`src/rtl/serial_deser_pkg.sv`:
```
// Shared types and constants for the serial_deser framer.
// Optional parity feature: SERIAL_DESER_PARITY_EN.
package serial_deser_pkg;

  typedef enum logic [1:0] {
    StHunt,
    StLock,
    StPar
  } state_e;

  localparam int unsigned DefWidth    = 8;
  localparam logic [31:0] DefSync     = 32'h0000_00A5;
  localparam int unsigned DefFrameLen = 4;

  // Even parity holds when the word and its parity bit XOR to zero.
  function automatic logic even_parity_ok(input logic [31:0] word, input logic pbit);
    return ~((^word) ^ pbit);
  endfunction

endpackage

```
`src/rtl/serial_deser_obuf.sv`:
```
// One-entry valid/ready output register for serial_deser.
// A push while full without a same-cycle pop drops the word and sets a sticky overrun.
module serial_deser_obuf
  import serial_deser_pkg::*;
#(
  parameter int unsigned Width = DefWidth
) (
  input  logic             clk_i,
  input  logic             rst_ni,
  input  logic             push_i,
  input  logic [Width-1:0] push_data_i,
  input  logic             out_ready_i,
  output logic [Width-1:0] out_data_o,
  output logic             out_valid_o,
  output logic             overrun_o
);

  logic [Width-1:0] data_q, data_d;
  logic             valid_q, valid_d;
  logic             overrun_q, overrun_d;
  logic             pop;

  // Next-state: push wins over pop; a full buffer only accepts when it drains in the same cycle.
  always_comb begin
    data_d    = data_q;
    valid_d   = valid_q;
    overrun_d = overrun_q;
    pop       = valid_q & out_ready_i;
    if (push_i) begin
      if (!valid_q || out_ready_i) begin
        data_d  = push_data_i;
        valid_d = 1'b1;
      end else begin
        overrun_d = 1'b1;
      end
    end else if (pop) begin
      valid_d = 1'b0;
    end
  end

  // Output register with synchronous active-low reset.
  always_ff @(posedge clk_i) begin
    if (!rst_ni) begin
      data_q    <= '0;
      valid_q   <= 1'b0;
      overrun_q <= 1'b0;
    end else begin
      data_q    <= data_d;
      valid_q   <= valid_d;
      overrun_q <= overrun_d;
    end
  end

  assign out_data_o  = data_q;
  assign out_valid_o = valid_q;
  assign overrun_o   = overrun_q;

endmodule

```
`src/rtl/serial_deser.sv`:
```
// Serial-to-parallel framer: hunts for SYNC, then assembles FRAME_LEN words per frame.
// Optional even-parity bit after each payload word: SERIAL_DESER_PARITY_EN.
module serial_deser
  import serial_deser_pkg::*;
#(
  parameter int unsigned      WIDTH     = DefWidth,
  parameter logic [WIDTH-1:0] SYNC      = DefSync[WIDTH-1:0],
  parameter int unsigned      FRAME_LEN = DefFrameLen
) (
  input  logic             clk,
  input  logic             rst_n,
  input  logic             d,
  input  logic             en,
  output logic [WIDTH-1:0] out_data,
  output logic             out_valid,
  input  logic             out_ready,
  output logic             sync_lock,
  output logic             overrun,
  output logic             parity_err
);

  localparam logic [5:0] HuntLast  = 6'(WIDTH - 1);
  localparam logic [4:0] BitLast   = 5'(WIDTH - 1);
  localparam logic [7:0] WordLast  = 8'(FRAME_LEN - 1);

  state_e           state_q;
  logic [WIDTH-1:0] sr_q;
  logic [5:0]       hunt_cnt_q;
  logic [4:0]       bit_cnt_q;
  logic [7:0]       word_cnt_q;

  logic [WIDTH-1:0] sr_next;
  logic             push;
  logic [WIDTH-1:0] push_data;

`ifdef SERIAL_DESER_PARITY_EN
  logic par_ok;
  logic parity_err_q;

  // Word is held in sr while the parity bit arrives; commit only on good parity.
  always_comb begin
    sr_next   = {sr_q[WIDTH-2:0], d};
    par_ok    = even_parity_ok(32'(sr_q), d);
    push      = en && (state_q == StPar) && par_ok;
    push_data = sr_q;
  end

  assign parity_err = parity_err_q;
`else
  // The updated sr is the complete word on the last data bit.
  always_comb begin
    sr_next   = {sr_q[WIDTH-2:0], d};
    push      = en && (state_q == StLock) && (bit_cnt_q == BitLast);
    push_data = sr_next;
  end

  assign parity_err = 1'b0;
`endif

  // Bit-side state: shift register, counters and framing FSM; everything holds when en=0.
  always_ff @(posedge clk) begin
    if (!rst_n) begin
      state_q    <= StHunt;
      sr_q       <= '0;
      hunt_cnt_q <= '0;
      bit_cnt_q  <= '0;
      word_cnt_q <= '0;
`ifdef SERIAL_DESER_PARITY_EN
      parity_err_q <= 1'b0;
`endif
    end else begin
`ifdef SERIAL_DESER_PARITY_EN
      parity_err_q <= 1'b0;
`endif
      if (en) begin
        sr_q <= sr_next;
        unique case (state_q)
          StHunt: begin
            if (hunt_cnt_q <= HuntLast) hunt_cnt_q <= hunt_cnt_q + 6'd1;
            // Require WIDTH fresh bits so stale sr contents cannot match.
            if ((hunt_cnt_q >= HuntLast) && (sr_next == SYNC)) begin
              state_q    <= StLock;
              bit_cnt_q  <= '0;
              word_cnt_q <= '0;
            end
          end
          StLock: begin
            if (bit_cnt_q == BitLast) begin
`ifdef SERIAL_DESER_PARITY_EN
              state_q <= StPar;
`else
              if (word_cnt_q == WordLast) begin
                state_q    <= StHunt;
                hunt_cnt_q <= '0;
              end else begin
                word_cnt_q <= word_cnt_q + 8'd1;
                bit_cnt_q  <= '0;
              end
`endif
            end else begin
              bit_cnt_q <= bit_cnt_q + 5'd1;
            end
          end
`ifdef SERIAL_DESER_PARITY_EN
          StPar: begin
            if (par_ok) begin
              if (word_cnt_q == WordLast) begin
                state_q    <= StHunt;
                hunt_cnt_q <= '0;
              end else begin
                state_q    <= StLock;
                word_cnt_q <= word_cnt_q + 8'd1;
                bit_cnt_q  <= '0;
              end
            end else begin
              parity_err_q <= 1'b1;
              state_q      <= StHunt;
              hunt_cnt_q   <= '0;
            end
          end
`endif
          default: begin
            state_q    <= StHunt;
            hunt_cnt_q <= '0;
          end
        endcase
      end
    end
  end

  assign sync_lock = (state_q != StHunt);

  serial_deser_obuf #(
    .Width(WIDTH)
  ) u_obuf (
    .clk_i       (clk),
    .rst_ni      (rst_n),
    .push_i      (push),
    .push_data_i (push_data),
    .out_ready_i (out_ready),
    .out_data_o  (out_data),
    .out_valid_o (out_valid),
    .overrun_o   (overrun)
  );

endmodule

```
`config.mk`:
```
export PLATFORM = sky130hd
export DESIGN_NAME = serial_deser
export DESIGN_NICKNAME = d
export VERILOG_FILES = /design/src/rtl/serial_deser_pkg.sv /design/src/rtl/serial_deser_obuf.sv /design/src/rtl/serial_deser.sv
export SDC_FILE = /design/constraint.sdc
export NUM_CORES = 1
export LEC_CHECK = 0
export ABC_AREA = 1
export CORE_UTILIZATION = 50
export DETAILED_ROUTE_END_ITERATION = 7
export MAX_ROUTING_LAYER = met4
export PLACE_DENSITY = 0.73
export SYNTH_ARGS = -nofsm -noshare
export SYNTH_HDL_FRONTEND = slang
export SYNTH_SLANG_ARGS = --single-unit
```
`constraint.sdc`:
```
create_clock -name clk -period 2.7 [get_ports clk]
set_input_delay 0.54 -clock clk [delete_from_list [all_inputs] [get_ports clk]]
set_output_delay 0.54 -clock clk [all_outputs]
set_load 0.05 [all_outputs]
```
==> impl_metrics.py <==
metrics = {
    "status": {
        "status": "finished, final reports clean",
    },
    "power_and_ir_drop": {
        "comb_power_share_pct": 5.8,
        "clkPwrFrac_pct": 35.5,
        "powerDensity_nw_per_um2": 472,
        "p_leak_nw": 0.783,
        "max-vdd-ir-drop_v": 0.000397,
        "power_switching_share_pct": 24.1,
        "intPower_w": 0.000725,
        "pwr-share-seq_pct": 58.7,
        "switching_power_w": 0.000230,
    },
    "critical_path": {
        "cp_max_fo": 8,
        "crit_family": "buffers and inverters",
        "worst_setup_path_start_kind": "register",
        "critPathRequiredTime_ns": 2.16,
        "path_buf_inv": 1,
        "end_kind": "primary output",
        "arrival_ns": 1.77,
        "critical-path-slowest-cell": "clkdlybuf4s50_1",
        "crit_type": "register to primary output",
        "cp_slowest_stage_delay_ns": 0.87,
        "path_cells": "clkdlybuf4s50_1",
    },
    "die": {
        "initial_core_util_pct": 52.7,
        "die_w_um": 61.5,
        "die_area_sq_um": 3790,
        "ioPinCount": 17,
        "rows": 21,
        "fp.coreArea_sq_um": 3360,
        "die_h_um": 61.5,
    },
    "detailed_routing": {
        "drtIter0Drc": 112,
        "wl_met2_mm": 1.53,
        "routedWlPerCell_um": 11.5,
        "routed_wl_mm": 3.60,
        "drt-met1-wl_mm": 1.84,
        "vias_per_cell": 5.06,
        "drt_pass1_iterations": 4,
        "remaining_drc_errors": 0,
        "routed.top_layer": "met4",
        "ant_nets": 0,
        "num_vias": 1589,
        "wl_met3_um": 169,
    },
    "sta": {
        "period_needed_ns": 2.31,
        "setup_viol": 0,
        "fin_worst_skew_ns": 0.00705,
        "setup_tns_ns": 0,
        "slew_viol_final": 0,
        "holdWs_ns": 0.447,
        "rsz0062_at_grt": "false",
        "finalCritPeriodShare_pct": 85.4,
        "finalHoldViolCount": 0,
        "timing.fmax_mhz": 434,
    },
    "cts": {
        "cts.reportedPaths.clkPinSlew_ns": 0.12,
        "post_cts_resized": 0,
        "tritoncts": "built",
        "cts.sinks": 37,
        "cts_buffers": 5,
        "clockBufferDepth": 2,
        "post_cts_buffers": 0,
        "clock-root-buffer": "clkbuf_4",
        "clk_latency_ns": 0.35,
        "htree_num_levels": 2,
        "hold_buffers": 0,
    },
    "synth": {
        "ys_warn_count": 0,
        "syn_avg_cell_area_sq_um": 7.09,
        "ys_ff_latch": 37,
        "synth_area_leaders": "dfxtp_1, nand2_1, nor2_1",
        "ys_types": 28,
        "synth_area_leader_cell": "dfxtp_1",
        "syn_nets": 258,
        "yosys.area.top_type_share_pct": 41.8,
        "synth_area_sq_um": 1770,
        "ys_seq_area_share_pct": 41.8,
        "syn_inst": 250,
    },
    "global_route": {
        "grt_pass1_wl_mm": 5.78,
        "overflow": 0,
        "antenna_found_initial": 0,
        "grt_max_degree": 19,
        "gr-usage-all-layers_pct": 21.7,
        "grt_pass1_vias": 1328,
    },
    "placement": {
        "finalWeightedCongestion": 0.828,
        "dp.final_hpwl_mm": 2.58,
        "portBuffers": 15,
    },
    "final_layout": {
        "diodes": 0,
        "fin_nets": 275,
        "drive_gt1_share_pct": 11.9,
        "area_growth_syn_to_layout_pct": 14.3,
    },
    "worst_hold_path": {
        "hp-class": "register to register",
    },
    "run": {
        "cap_violations": 0,
    },
}
power by group through the flow:
stage	clock (W)	combinational [W]	sequential (W)
floorplan	0	0.0000388	0.000572
global placement	0	0.0000536	0.000573
detailed placement	0	0.0000545	0.000573
CTS	0.000346	0.0000549	0.000561
global route	0.000378	0.0000621	0.000563
finish	0.000339	0.0000550	0.000561
worst min-delay path: cells and delay by family (launching register included):
family	cells	cell delay, ns
flip-flops	1	0.33
AND/OR/NAND/NOR	2	0.09
worst paths after layout:
kind	from	endpoint	slack [ns]	cells after the start
setup / recovery	state_q[0]$_SDFFE_PN0P_	sync_lock	0.39	1
hold / removal	hunt_cnt_q[4]$_SDFFE_PN0P_	hunt_cnt_q[4]$_SDFFE_PN0P_	0.45	2
setup reg to reg	bit_cnt_q[0]$_SDFFE_PN0P_	u_obuf.out_data_o[5]$_SDFFE_PN0P_	0.96	10
hold reg to reg	hunt_cnt_q[4]$_SDFFE_PN0P_	hunt_cnt_q[4]$_SDFFE_PN0P_	0.45	2
layout make-up:
type | count | area (sq um)
clock buffers | 7 | 65.1
clock inverters | 1 | 5.00
fillers | 345 | 1340
inverters | 27 | 101
multi-input cells | 179 | 890
flip-flops and latches | 37 | 741
well taps | 46 | 57.6
repair buffers | 17 | 165
through the flow:
| stage | area (sq um) | utilization [%] | total power [W] | cells | setup WS (ns) |
|---|---|---|---|---|---|
| 2_1_floorplan | 1770 | - | 0.000611 | 250 | 1.12 |
| 3_3_place_gp | 1950 | 58.1 | 0.000627 | 306 | 0.610 |
| 3_5_place_dp | 1950 | 58.1 | 0.000628 | 306 | 0.582 |
| 4_1_cts | 2020 | 60.2 | 0.000962 | 314 | 0.369 |
| 5_1_grt | 2020 | 60.2 | 0.00100 | 314 | 0.286 |
| 6_report | 2020 | 60.2 | 0.000955 | 314 | 0.394 |
cell usage after synthesis:
library cell and number:
nand3_1 21, nand2_2 7, a21oi_2 2, buf_4 1, conb_1 1, nor2_1 40
o21ai_2 1, ha_1 3, a21oi_4 1, o21a_1 1, a21oi_1 24, or2_2 1
nor2_4 3, o21ai_1 2, o21ai_0 17, buf_2 2, inv_2 5, nor3_1 1
o211ai_1 1, nor2_2 2, buf_6 1, clkbuf_1 3, nor3b_1 2, xor2_1 2
nand4_1 4, nand2_1 43, inv_1 22, dfxtp_1 37
kinds of logic (layout without fill, tap and decap cells):
logic type               after synthesis  count (layout)  synth area share [%]
AND/OR/NAND/NOR                      124             124                  31.5
AO/OA/AOI/OAI                         49              49                  15.4
other                                  1               1                 0.212
XOR/XNOR                               2               2                 0.989
buffers and inverters                 34              52                  7.98
flip-flops                            37              37                  41.8
adder cells (fa/ha/maj)                3               3                  2.12
cells in the final DEF, fill, tap and decap left out, types with 2 or more instances in the layout:
master | Yosys | routed
nand2_1 | 43 | 43
nor2_1 | 40 | 40
dfxtp_1 | 37 | 37
a21oi_1 | 24 | 24
inv_1 | 22 | 22
nand3_1 | 21 | 21
o21ai_0 | 17 | 17
clkdlybuf4s50_1 | 0 | 15
nand2_2 | 7 | 7
inv_2 | 5 | 5
clkbuf_4 | 0 | 5
nand4_1 | 4 | 4
nor2_4 | 3 | 3
ha_1 | 3 | 3
nor3b_1 | 2 | 2
xor2_1 | 2 | 2
nor2_2 | 2 | 2
o21ai_1 | 2 | 2
a21oi_2 | 2 | 2
clkbuf_8 | 0 | 2
buf_4 | 1 | 2
sequential cells by signal (all words and copies together), names as in the netlist:
signal	cells
u_obuf.overrun_o	1
sr_q	7
u_obuf.out_data_o	8
u_obuf.out_valid_o	1
word_cnt_q	8
hunt_cnt_q	6
bit_cnt_q	5
state_q	1
layer usage:
layer,GRT usage [%],vias to the layer above
met1,29.9,707
met2,29.3,36
met4,7.30,0
met3,7.56,5
li1,-,841
met5,-,-
Power figures use the tool's default switching activity.
